<file path="config.mk">
export PLATFORM = sky130hd
export DESIGN_NAME = riscv_proc_mul_issue_ctrl
export DESIGN_NICKNAME = d
export VERILOG_FILES = /design/src/rtl/riscv_proc_mul_issue_ctrl_pkg.sv /design/src/rtl/riscv_proc_mul_scoreboard.sv /design/src/rtl/riscv_proc_mul_issue_ctrl.sv
export SDC_FILE = /design/constraint.sdc
export NUM_CORES = 1
export LEC_CHECK = 0
export CAP_MARGIN = 20
export CORE_UTILIZATION = 55
export CTS_BUF_LIST = sky130_fd_sc_hd__clkbuf_8 sky130_fd_sc_hd__clkbuf_16
export DETAILED_ROUTE_END_ITERATION = 8
export PLACE_DENSITY = 0.8
export RECOVER_POWER = 100
export SLEW_MARGIN = 20
export SYNTH_ARGS = -nofsm -noshare
export SYNTH_HDL_FRONTEND = slang
export SYNTH_SLANG_ARGS = --single-unit
</file>
<file path="constraint.sdc">
create_clock -name clk -period 5.53 [get_ports clk]
set_input_delay 1.3825 -clock clk [delete_from_list [all_inputs] [get_ports clk]]
set_output_delay 1.3825 -clock clk [all_outputs]
set_load 0.02 [all_outputs]
</file>
<file path="src/rtl/riscv_proc_mul_issue_ctrl_pkg.sv">
// -----------------------------------------------------------------------------
// riscv_proc_mul_issue_ctrl_pkg
//
// Shared constants and types for the multiplier issue/writeback controller:
//   IMUL_STAGES  - default multiplier latency in cycles
//   REG_AW       - architectural register address width
//   NUM_REGS     - number of architectural registers
//   drain_state_e- drain FSM state encodings (RUN / DRAIN / DONE)
//   WB_SEL_*     - register-file write-data mux select encodings
//   reg_onehot() - one-hot decode of a register address
// -----------------------------------------------------------------------------
package riscv_proc_mul_issue_ctrl_pkg;

    localparam int IMUL_STAGES = 3;
    localparam int REG_AW      = 5;
    localparam int NUM_REGS    = 1 << REG_AW;

    typedef enum logic [1:0] {
        RUN   = 2'd0,
        DRAIN = 2'd1,
        DONE  = 2'd2
    } drain_state_e;

    localparam logic WB_SEL_MUL = 1'b0;
    localparam logic WB_SEL_DIV = 1'b1;

    // One-hot decode used to build scoreboard set/clear masks.
    function automatic logic [NUM_REGS-1:0] reg_onehot(input logic [REG_AW-1:0] addr);
        logic [NUM_REGS-1:0] mask;
        mask       = '0;
        mask[addr] = 1'b1;
        return mask;
    endfunction

endpackage : riscv_proc_mul_issue_ctrl_pkg

</file>
<file path="src/rtl/riscv_proc_mul_scoreboard.sv">
// -----------------------------------------------------------------------------
// riscv_proc_mul_scoreboard
//
// One pending bit per architectural register, tracking destinations of
// multiplies that have issued but not yet written back.
//
// Ports:
//   clk, reset_n           - clock, asynchronous active-low reset
//   set_en, set_addr       - mark a destination pending (x0 is ignored)
//   clr_en, clr_addr       - clear a destination on writeback
//   rd_addr1..3            - three independent read addresses
//   rd_pend1..3            - registered pending bit for each read address
// -----------------------------------------------------------------------------
module riscv_proc_mul_scoreboard
    import riscv_proc_mul_issue_ctrl_pkg::*;
(
    input  logic              clk,
    input  logic              reset_n,
    input  logic              set_en,
    input  logic [REG_AW-1:0] set_addr,
    input  logic              clr_en,
    input  logic [REG_AW-1:0] clr_addr,
    input  logic [REG_AW-1:0] rd_addr1,
    input  logic [REG_AW-1:0] rd_addr2,
    input  logic [REG_AW-1:0] rd_addr3,
    output logic              rd_pend1,
    output logic              rd_pend2,
    output logic              rd_pend3
);

    logic [NUM_REGS-1:0] pending_q;
    logic [NUM_REGS-1:0] pending_d;
    logic [NUM_REGS-1:0] set_mask;
    logic [NUM_REGS-1:0] clr_mask;

    // NOTE: every signal written in an always_comb gets a value on every path
    // (defaults first); otherwise synthesis infers a latch.
    always_comb begin
        set_mask  = set_en ? reg_onehot(set_addr) : '0;
        clr_mask  = clr_en ? reg_onehot(clr_addr) : '0;
        // Set is applied after clear so a same-cycle set/clear leaves the bit set.
        pending_d    = (pending_q & ~clr_mask) | set_mask;
        // x0 is hardwired to zero and must never stall.
        pending_d[0] = 1'b0;
    end

    // NOTE: sequential state uses non-blocking assignments only, so every flop
    // samples its pre-edge value regardless of statement order.
    always_ff @(posedge clk or negedge reset_n) begin
        if (!reset_n) begin
            pending_q <= '0;
        end else begin
            pending_q <= pending_d;
        end
    end

    assign rd_pend1 = pending_q[rd_addr1];
    assign rd_pend2 = pending_q[rd_addr2];
    assign rd_pend3 = pending_q[rd_addr3];

endmodule : riscv_proc_mul_scoreboard

</file>
<file path="src/rtl/riscv_proc_mul_issue_ctrl.sv">
// -----------------------------------------------------------------------------
// riscv_proc_mul_issue_ctrl
//
// Issue and writeback controller for the fixed-latency integer multiplier.
// Stalls decode on RAW/WAW hazards against in-flight multiplies, fires the
// multiplier, arbitrates the single register-file write port (multiplier
// results win over divider results), and offers a drain handshake that
// quiesces the multiplier before a flush or exception.
//
// Parameters:
//   STAGES           - multiplier latency in cycles (>= 1)
//
// Ports:
//   clk, reset_n                 - clock, asynchronous active-low reset
//   req_val/req_waddr/req_raddr* - multiply request from decode
//   req_ren1/req_ren2            - source operand actually read
//   req_rdy                      - request may issue this cycle (indep. of req_val)
//   mul_fire, mul_waddr          - multiplier launch and destination
//   mul_result_val/_tag          - multiplier writeback
//   div_wb_val/_tag, div_wb_rdy  - divider writeback handshake
//   wb_val, wb_waddr, wb_sel     - register-file write port and data select
//   drain_req, drain_done        - level drain request / quiesced indication
//   busy                         - at least one multiply in flight
// -----------------------------------------------------------------------------
module riscv_proc_mul_issue_ctrl
    import riscv_proc_mul_issue_ctrl_pkg::*;
#(
    parameter int STAGES = IMUL_STAGES
)
(
    input  logic              clk,
    input  logic              reset_n,

    input  logic              req_val,
    input  logic [REG_AW-1:0] req_waddr,
    input  logic [REG_AW-1:0] req_raddr1,
    input  logic [REG_AW-1:0] req_raddr2,
    input  logic              req_ren1,
    input  logic              req_ren2,
    output logic              req_rdy,

    output logic              mul_fire,
    output logic [REG_AW-1:0] mul_waddr,
    input  logic              mul_result_val,
    input  logic [REG_AW-1:0] mul_result_tag,

    input  logic              div_wb_val,
    input  logic [REG_AW-1:0] div_wb_tag,
    output logic              div_wb_rdy,

    output logic              wb_val,
    output logic [REG_AW-1:0] wb_waddr,
    output logic              wb_sel,

    input  logic              drain_req,
    output logic              drain_done,
    output logic              busy
);

    // At most one issue per cycle and STAGES cycles of latency bound the
    // in-flight count to STAGES.
    localparam int CNT_W = (STAGES < 1) ? 1 : $clog2(STAGES + 1);

    drain_state_e     state_q, state_d;
    logic             drain_done_q, drain_done_d;
    logic [CNT_W-1:0] inflight_q, inflight_d;

    logic pend_rs1, pend_rs2, pend_rd;
    logic hazard;

    // -------------------------------------------------------------------------
    // Scoreboard
    // -------------------------------------------------------------------------
    riscv_proc_mul_scoreboard u_scoreboard (
        .clk      (clk),
        .reset_n  (reset_n),
        .set_en   (mul_fire),
        .set_addr (req_waddr),
        .clr_en   (mul_result_val),
        .clr_addr (mul_result_tag),
        .rd_addr1 (req_raddr1),
        .rd_addr2 (req_raddr2),
        .rd_addr3 (req_waddr),
        .rd_pend1 (pend_rs1),
        .rd_pend2 (pend_rs2),
        .rd_pend3 (pend_rd)
    );

    // -------------------------------------------------------------------------
    // Hazard check and issue. Only the registered pending bits are used: a
    // result writing back this cycle does not release a dependent request
    // until the following cycle.
    // -------------------------------------------------------------------------
    assign hazard    = (req_ren1 & pend_rs1) | (req_ren2 & pend_rs2) | pend_rd;
    assign req_rdy   = ~hazard & (state_q == RUN) & ~drain_req;
    assign mul_fire  = req_val & req_rdy;
    assign mul_waddr = req_waddr;

    // -------------------------------------------------------------------------
    // In-flight counter
    // -------------------------------------------------------------------------
    always_comb begin
        inflight_d = inflight_q;
        if (mul_fire && !mul_result_val) begin
            inflight_d = inflight_q + CNT_W'(1);
        end else if (!mul_fire && mul_result_val) begin
            inflight_d = inflight_q - CNT_W'(1);
        end
    end

    assign busy = (inflight_q != '0);

    // -------------------------------------------------------------------------
    // Writeback arbitration: the multiplier cannot be back-pressured, so it
    // always wins; the divider holds its result until div_wb_rdy.
    // -------------------------------------------------------------------------
    always_comb begin
        if (mul_result_val) begin
            wb_val     = 1'b1;
            wb_waddr   = mul_result_tag;
            wb_sel     = WB_SEL_MUL;
            div_wb_rdy = 1'b0;
        end else begin
            wb_val     = div_wb_val;
            wb_waddr   = div_wb_tag;
            wb_sel     = WB_SEL_DIV;
            div_wb_rdy = div_wb_val;
        end
    end

    // -------------------------------------------------------------------------
    // Drain FSM. DRAIN looks at the registered in-flight count, so drain_done
    // rises the cycle after DRAIN sees the multiplier empty. drain_done is a
    // registered copy of "next state is DONE".
    // -------------------------------------------------------------------------
    always_comb begin
        state_d = state_q;
        unique case (state_q)
            RUN: begin
                if (drain_req) state_d = DRAIN;
            end
            DRAIN: begin
                if (!drain_req)               state_d = RUN;
                else if (inflight_q == '0)    state_d = DONE;
            end
            DONE: begin
                if (!drain_req) state_d = RUN;
            end
            default: state_d = RUN;
        endcase
        drain_done_d = (state_d == DONE);
    end

    always_ff @(posedge clk or negedge reset_n) begin
        if (!reset_n) begin
            state_q      <= RUN;
            drain_done_q <= 1'b0;
            inflight_q   <= '0;
        end else begin
            state_q      <= state_d;
            drain_done_q <= drain_done_d;
            inflight_q   <= inflight_d;
        end
    end

    assign drain_done = drain_done_q;

endmodule : riscv_proc_mul_issue_ctrl

</file>
==> results of run 1 <==
==> power groups by stage <==
stage	registers, mW	clock network (mW)	logic, mW
2_1_floorplan	0.346	0	0.228
6_report	0.363	0.188	0.310
3_5_place_dp	0.365	0	0.323
5_1_grt	0.366	0.202	0.335
4_1_cts	0.360	0.189	0.325
3_3_place_gp	0.362	0	0.316
==> through the flow <==
| step | setup TNS (ps) | hold WS [ps] |
|---|---|---|
| after floorplan | 0 | 434 |
| after global placement | -127 | 449 |
| after detailed placement | -166 | 455 |
| after CTS | 0 | 470 |
| after global routing | 0 | 473 |
| final | 0 | 470 |
==> area by class of cell <==
type,count,area share (%)
Multi-Input combinational cell,212,51.1
Sequential cell,36,25.7
Timing Repair Buffer,67,17.6
Tap cell,70,2.50
Clock buffer,6,2.36
Inverter,4,0.429
Clock inverter,2,0.214
==> cells by family (layout without fill, tap and decap cells) <==
kind of cell | Yosys count | after routing | synth area share (%)
and+or+nand+nor | 92 | 92 | 15.9
AOI/OAI and AO/OA | 76 | 76 | 23.3
muxes | 40 | 40 | 22.0
DFF | 36 | 36 | 31.0
buffers and inverters | 32 | 79 | 6.47
xor gates and xnor gates | 3 | 3 | 0.906
adders and majority gates | 1 | 1 | 0.431
==> critical path: stages <==
cell and delay [ps]:
dlygate4sd3_1 740, nand3b_1 230, a2bb2oi_1 190, o21ai_0 90
a311oi_1 330, nand4_1 190, nor3_1 330, clkbuf_1 270
==> sequential cells by signal, summed over array words and instances (netlist names) <==
register / count
u_scoreboard.pending_q: 31
inflight_q: 2
state_q: 2
drain_done: 1
==> final timing paths <==
path | startpoint | end | cells past startpoint
worst max-delay path | req_waddr[3] | mul_fire | 8
worst max register to register | u_scoreboard.pending_q[29] | u_scoreboard.pending_q[3] | 8
worst min register to register | inflight_q[1] | inflight_q[1] | 1
min in group asynchronous | reset_n | u_scoreboard.pending_q[4] | 2
worst min-delay path | inflight_q[1] | inflight_q[1] | 1
max in group asynchronous | reset_n | u_scoreboard.pending_q[30] | 2
==> layout by cell type, fill, tap and decap left out, types with 2 or more instances in the layout <==
cell	instances
a221oi_1	2
a22oi_1	2
and3_1	2
buf_4	14
clkbuf_1	4
clkbuf_8	6
clkdlybuf4s50_1	28
dfrtp_1	36
dlygate4sd3_1	18
inv_1	6
mux2_2	11
mux2i_1	12
mux4_1	3
mux4_2	14
nand2_1	40
nand3_1	6
nand3b_1	9
nor2_1	9
nor2b_1	8
nor3_1	5
nor3b_1	3
o21ai_0	32
o31ai_1	7
o31ai_2	21
o41ai_1	2
or2_2	2
or3_1	3
xor2_1	2
==> layer usage <==
layer	track usage, %	up-vias	share of wire (%)
met5	0	-	0
met4	10.3	0	1.7
met3	4.28	15	7.5
met2	46.3	131	47
met1	44.5	1267	43
li1	-	1149	-
==> impl_metrics.tcl, run 1 <==
set metrics [dict create \
    grt_max_degree 37 \
    fillers 429 \
    p_int_mw 0.559 \
    h-tree-depth 2 \
    initial_core_util_pct 56.8 \
    die_w_um 74.6 \
    layout-drive-gt1-share_pct 23.2 \
    cts_setup_buffers 0 \
    slew_headroom_pct -33.0 \
    post-dp-hpwl_mm 5.80 \
    fin_crit_ps 5150 \
    total_power_mw 0.861 \
    hold_viol 0 \
    crit_required_ps 4150 \
    regArea_um2 901 \
    violations "max-capacitance violations, max-slew violations" \
    ios 50 \
    synth_area_um2 2900 \
    max_cap_viol_count 2 \
    nNetsFinal 360 \
    switching_share_pct 35.1 \
    grt_setup_unrepaired "no" \
    end_kind "output port" \
    clock_latency_ps 290 \
    root_buffer "clkbuf_8" \
    die_y_um 74.6 \
    ys_seq_area_share_pct 31.0 \
    switching_power_mw 0.303 \
    synth_edf_count 0 \
    drt-total-wl_mm 7.93 \
    cts.sinks 36 \
    clock_skew_ps 2.09 \
    clkPwrFrac_pct 21.8 \
    grt_pass1_wl_mm 12.3 \
    synth_top_area_share_pct 31.0 \
    worstPathArrival_ps 3760 \
    cp-start-kind "input pin" \
    setup_viol 0 \
    cts_buffer_depth 2 \
    tightest_slew_ps 1990 \
    r2r_slack_ps 2230 \
    stdcell_count 397 \
    antenna_found_initial 0 \
    synthTopCellsByArea "dfrtp_1 (31%), o31ai_2 (12%), mux4_2 (11%), o21ai_0 (5.5%), nand2_1 (5.2%)" \
    ys_seq_elements 36 \
    crit_type "input pin to output port" \
    placed_area_um2 3460 \
    synth_most_common_cell "nand2_1" \
    finalInstanceArea_um2 3500 \
    ir_worst_vdd_v 0.000120 \
    syn_area_per_cell_um2 10.4 \
    seqPwrFrac_pct 42.2 \
    fin_crit_sh_pct 93.1 \
    synth_nets 314 \
    grtUsageTotal_pct 30.3 \
    power_density_nw_per_um2 246 \
    syn2layout_area_growth_pct 20.7 \
    gp_congestion 0.895 \
    postLayoutCoreUtil_pct 68.5 \
    netlist_top_cells_count "nand2_1 (40), dfrtp_1 (36), o21ai_0 (32), o31ai_2 (27), mux4_2 (14)" \
    yosys_most_used_dff "dfrtp_1" \
    pre_cts_slack_ps -166 \
    slew_violations 69 \
    numCtsBuffers 5 \
    core_area_um2 5110 \
    drc 0 \
    p_comb_share_pct 36.0 \
    portBuffers 49 \
    diodes 0 \
    yosys.area.top_type "dfrtp_1" \
    leakagePower_nw 1.37 \
    fmax_mhz 194 \
    detail-route-antenna-nets 0 \
    cp_max_fo 9 \
    firstDrtPassIters 4 \
    cts_tree "done" \
    postSynthCellCount 280 \
    dp.cells 389 \
    fin_ws_ps 384 \
    grt_pass1_vias 2360 \
    hold_class "register to register" \
    drtIter0Drc 208 \
    dieArea_um2 5570 \
    num_vias 2562 \
    yosys_warnings 0 \
    cts_resized 2 \
    outcome "complete, but fails checks" \
    multiInputGateArea_um2 1790 \
    grt_overflow 0 \
    ys_async_sr_fraction_pct 100 \
    avgRoutedWirePerCell_um 20.0 \
    vias_per_cell 6.45 \
    synth.distinct_cells 46 \
    cts-hold-fix-buffers 0 \
    row_count 26 \
    cts.clk_slew.worst_paths_ps 70 \
]
No activity file was read; power rests on OpenSTA's default activity.
==> inputs of run 2 (changes only) <==
==> constraint.sdc (replaced) <==
create_clock -name clk -period 5.53 [get_ports clk]
set_input_delay 1.3825 -clock clk [delete_from_list [all_inputs] [get_ports clk]]
set_output_delay 1.3825 -clock clk [all_outputs]
set_load 0.1 [all_outputs]
==> impl_metrics.tcl, run 2 (synthesis results as in run 1) <==
set metrics [dict create \
    fin_crit_sh_pct 96.1 \
    fin_crit_ps 5310 \
    tightest_slew_ps 1990 \
    crit_chain "dlygate4sd3_1 > mux4_1 > mux2_2 > a211oi_2 > o22ai_1 > nor3_2 > buf_12" \
    portBuffers 49 \
    antenna_found_initial 0 \
    fillers 440 \
    post-dp-hpwl_mm 5.64 \
    cts_buffer_depth 2 \
    largest_reg_flops 31 \
    initial_core_util_pct 56.8 \
    drt-total-wl_mm 7.75 \
    placed_area_um2 3390 \
    grt_pass1_vias 2372 \
    tns_ps 0 \
    switching_share_pct 41.0 \
    layout_commonest_cell "nand2_1" \
    hp-start "inflight_q[1]" \
    largest_registers "u_scoreboard.pending_q: 31 flops, inflight_q: 2 flops, state_q: 2 flops" \
    crit_type "input pin to output port" \
    leakagePower_nw 1.31 \
    slew_violations 69 \
    die_w_um 74.6 \
    regMostFlops "u_scoreboard.pending_q" \
    fmax_mhz 188 \
    cts_resized 0 \
    setup_viol 0 \
    nNetsFinal 353 \
    regArea_um2 901 \
    syn2layout_area_growth_pct 16.1 \
    row_count 26 \
    cp-start-kind "input pin" \
    hold_viol 0 \
    drtIter0Drc 272 \
    violations "max-capacitance violations, max-slew violations" \
    dieArea_um2 5570 \
    ios 50 \
    mostFrequentLayoutCells "nand2_1 (40), dfrtp_1 (36), o21ai_0 (32)" \
    cp_slowest_cell "dlygate4sd3_1" \
    clock_skew_ps 4.33 \
    drc 0 \
    cts.sinks 36 \
    grt_max_degree 37 \
    end_kind "output port" \
    cts_setup_buffers 0 \
    seqPwrFrac_pct 39.0 \
    clock_latency_ps 290 \
    worstPathArrival_ps 3930 \
    p_comb_share_pct 40.7 \
    outcome "complete, but fails checks" \
    p_int_mw 0.551 \
    clkPwrFrac_pct 20.3 \
    cpLargestDelayFamily "buffers and inverters" \
    finalInstanceArea_um2 3370 \
    startpoint "req_raddr2[0]" \
    grt_pass1_wl_mm 12.1 \
    vias_per_cell 6.51 \
    cts.clk_slew.worst_paths_ps 70 \
    grt_setup_unrepaired "no" \
    cts-hold-fix-buffers 0 \
    ir_worst_vdd_v 0.000141 \
    detail-route-antenna-nets 0 \
    cp_max_fo 9 \
    slew_headroom_pct -32.7 \
    firstDrtPassIters 5 \
    max_cap_viol_count 2 \
    reg2reg_from "u_scoreboard.pending_q[6]" \
    numCtsBuffers 5 \
    root_buffer "clkbuf_8" \
    critPathBufInv 2 \
    die_y_um 74.6 \
    layout-drive-gt1-share_pct 22.5 \
    crit_required_ps 4150 \
    multiInputGateArea_um2 1780 \
    power_density_nw_per_um2 277 \
    gp_congestion 0.856 \
    switching_power_mw 0.382 \
    h-tree-depth 2 \
    grtUsageTotal_pct 29.6 \
    grt_overflow 0 \
    cts_tree "done" \
    diodes 0 \
    hold_class "register to register" \
    max_stage_delay_ps 760 \
    core_area_um2 5110 \
    avgRoutedWirePerCell_um 19.9 \
    num_vias 2539 \
]
==> run 2: cell types whose count changed in the layout (fill, tap and decap cells not counted), sizes merged <==
cell           before  now
dlygate4sd3        18    8
clkbuf             11   20
buf                15   12
clkdlybuf4s50      28   26
dlygate4sd2         1    0
==> run 2: path summary, 6_finish.rpt <==
check,to,slack [ps],cells past startpoint
min,inflight_q[1],460,1
min reg2reg,inflight_q[1],460,1
min in group asynchronous,drain_done,2170,2
max,mul_fire,220,7
max reg2reg,u_scoreboard.pending_q[24],2270,7
max in group asynchronous,u_scoreboard.pending_q[29],2210,2
==> run 2: area by class of cell <==
type,count,area share (%)
timing repair buffer,60,14.8
sequential,36,26.7
tap,70,2.60
multi-input combinational,212,52.7
clock buffer,6,2.45
inverter,4,0.446
clock inverter,2,0.223
==> run 2: through the flow <==
step                      hold slack (ps)  power, mW  std cells  setup WS, ps  utilization (%)
after floorplan                       434      0.655        280          27.2                -
after global placement                450      0.758        382           294             66.4
after detailed placement              456      0.766        382           289             66.4
after CTS                             465      0.953        390           273             68.1
after global routing                  487      0.976        390           138             66.0
final                                 461      0.934        390           217             66.0
==> run 2: layer usage <==
| metal | wire length, um | GRT usage, % |
|---|---|---|
| met4 | 184 | 10.3 |
| met2 | 3560 | 43.9 |
| met5 | 0 | 0 |
| met3 | 726 | 6.16 |
| met1 | 3280 | 43.5 |
==> run 2: power groups by stage <==
stage	Combinational, mW	Sequential [mW]	Clock (mW)
floorplan	0.301	0.355	0
global placement	0.394	0.363	0
detailed placement	0.400	0.366	0
CTS	0.402	0.361	0.190
global route	0.406	0.369	0.202
finish	0.381	0.364	0.189
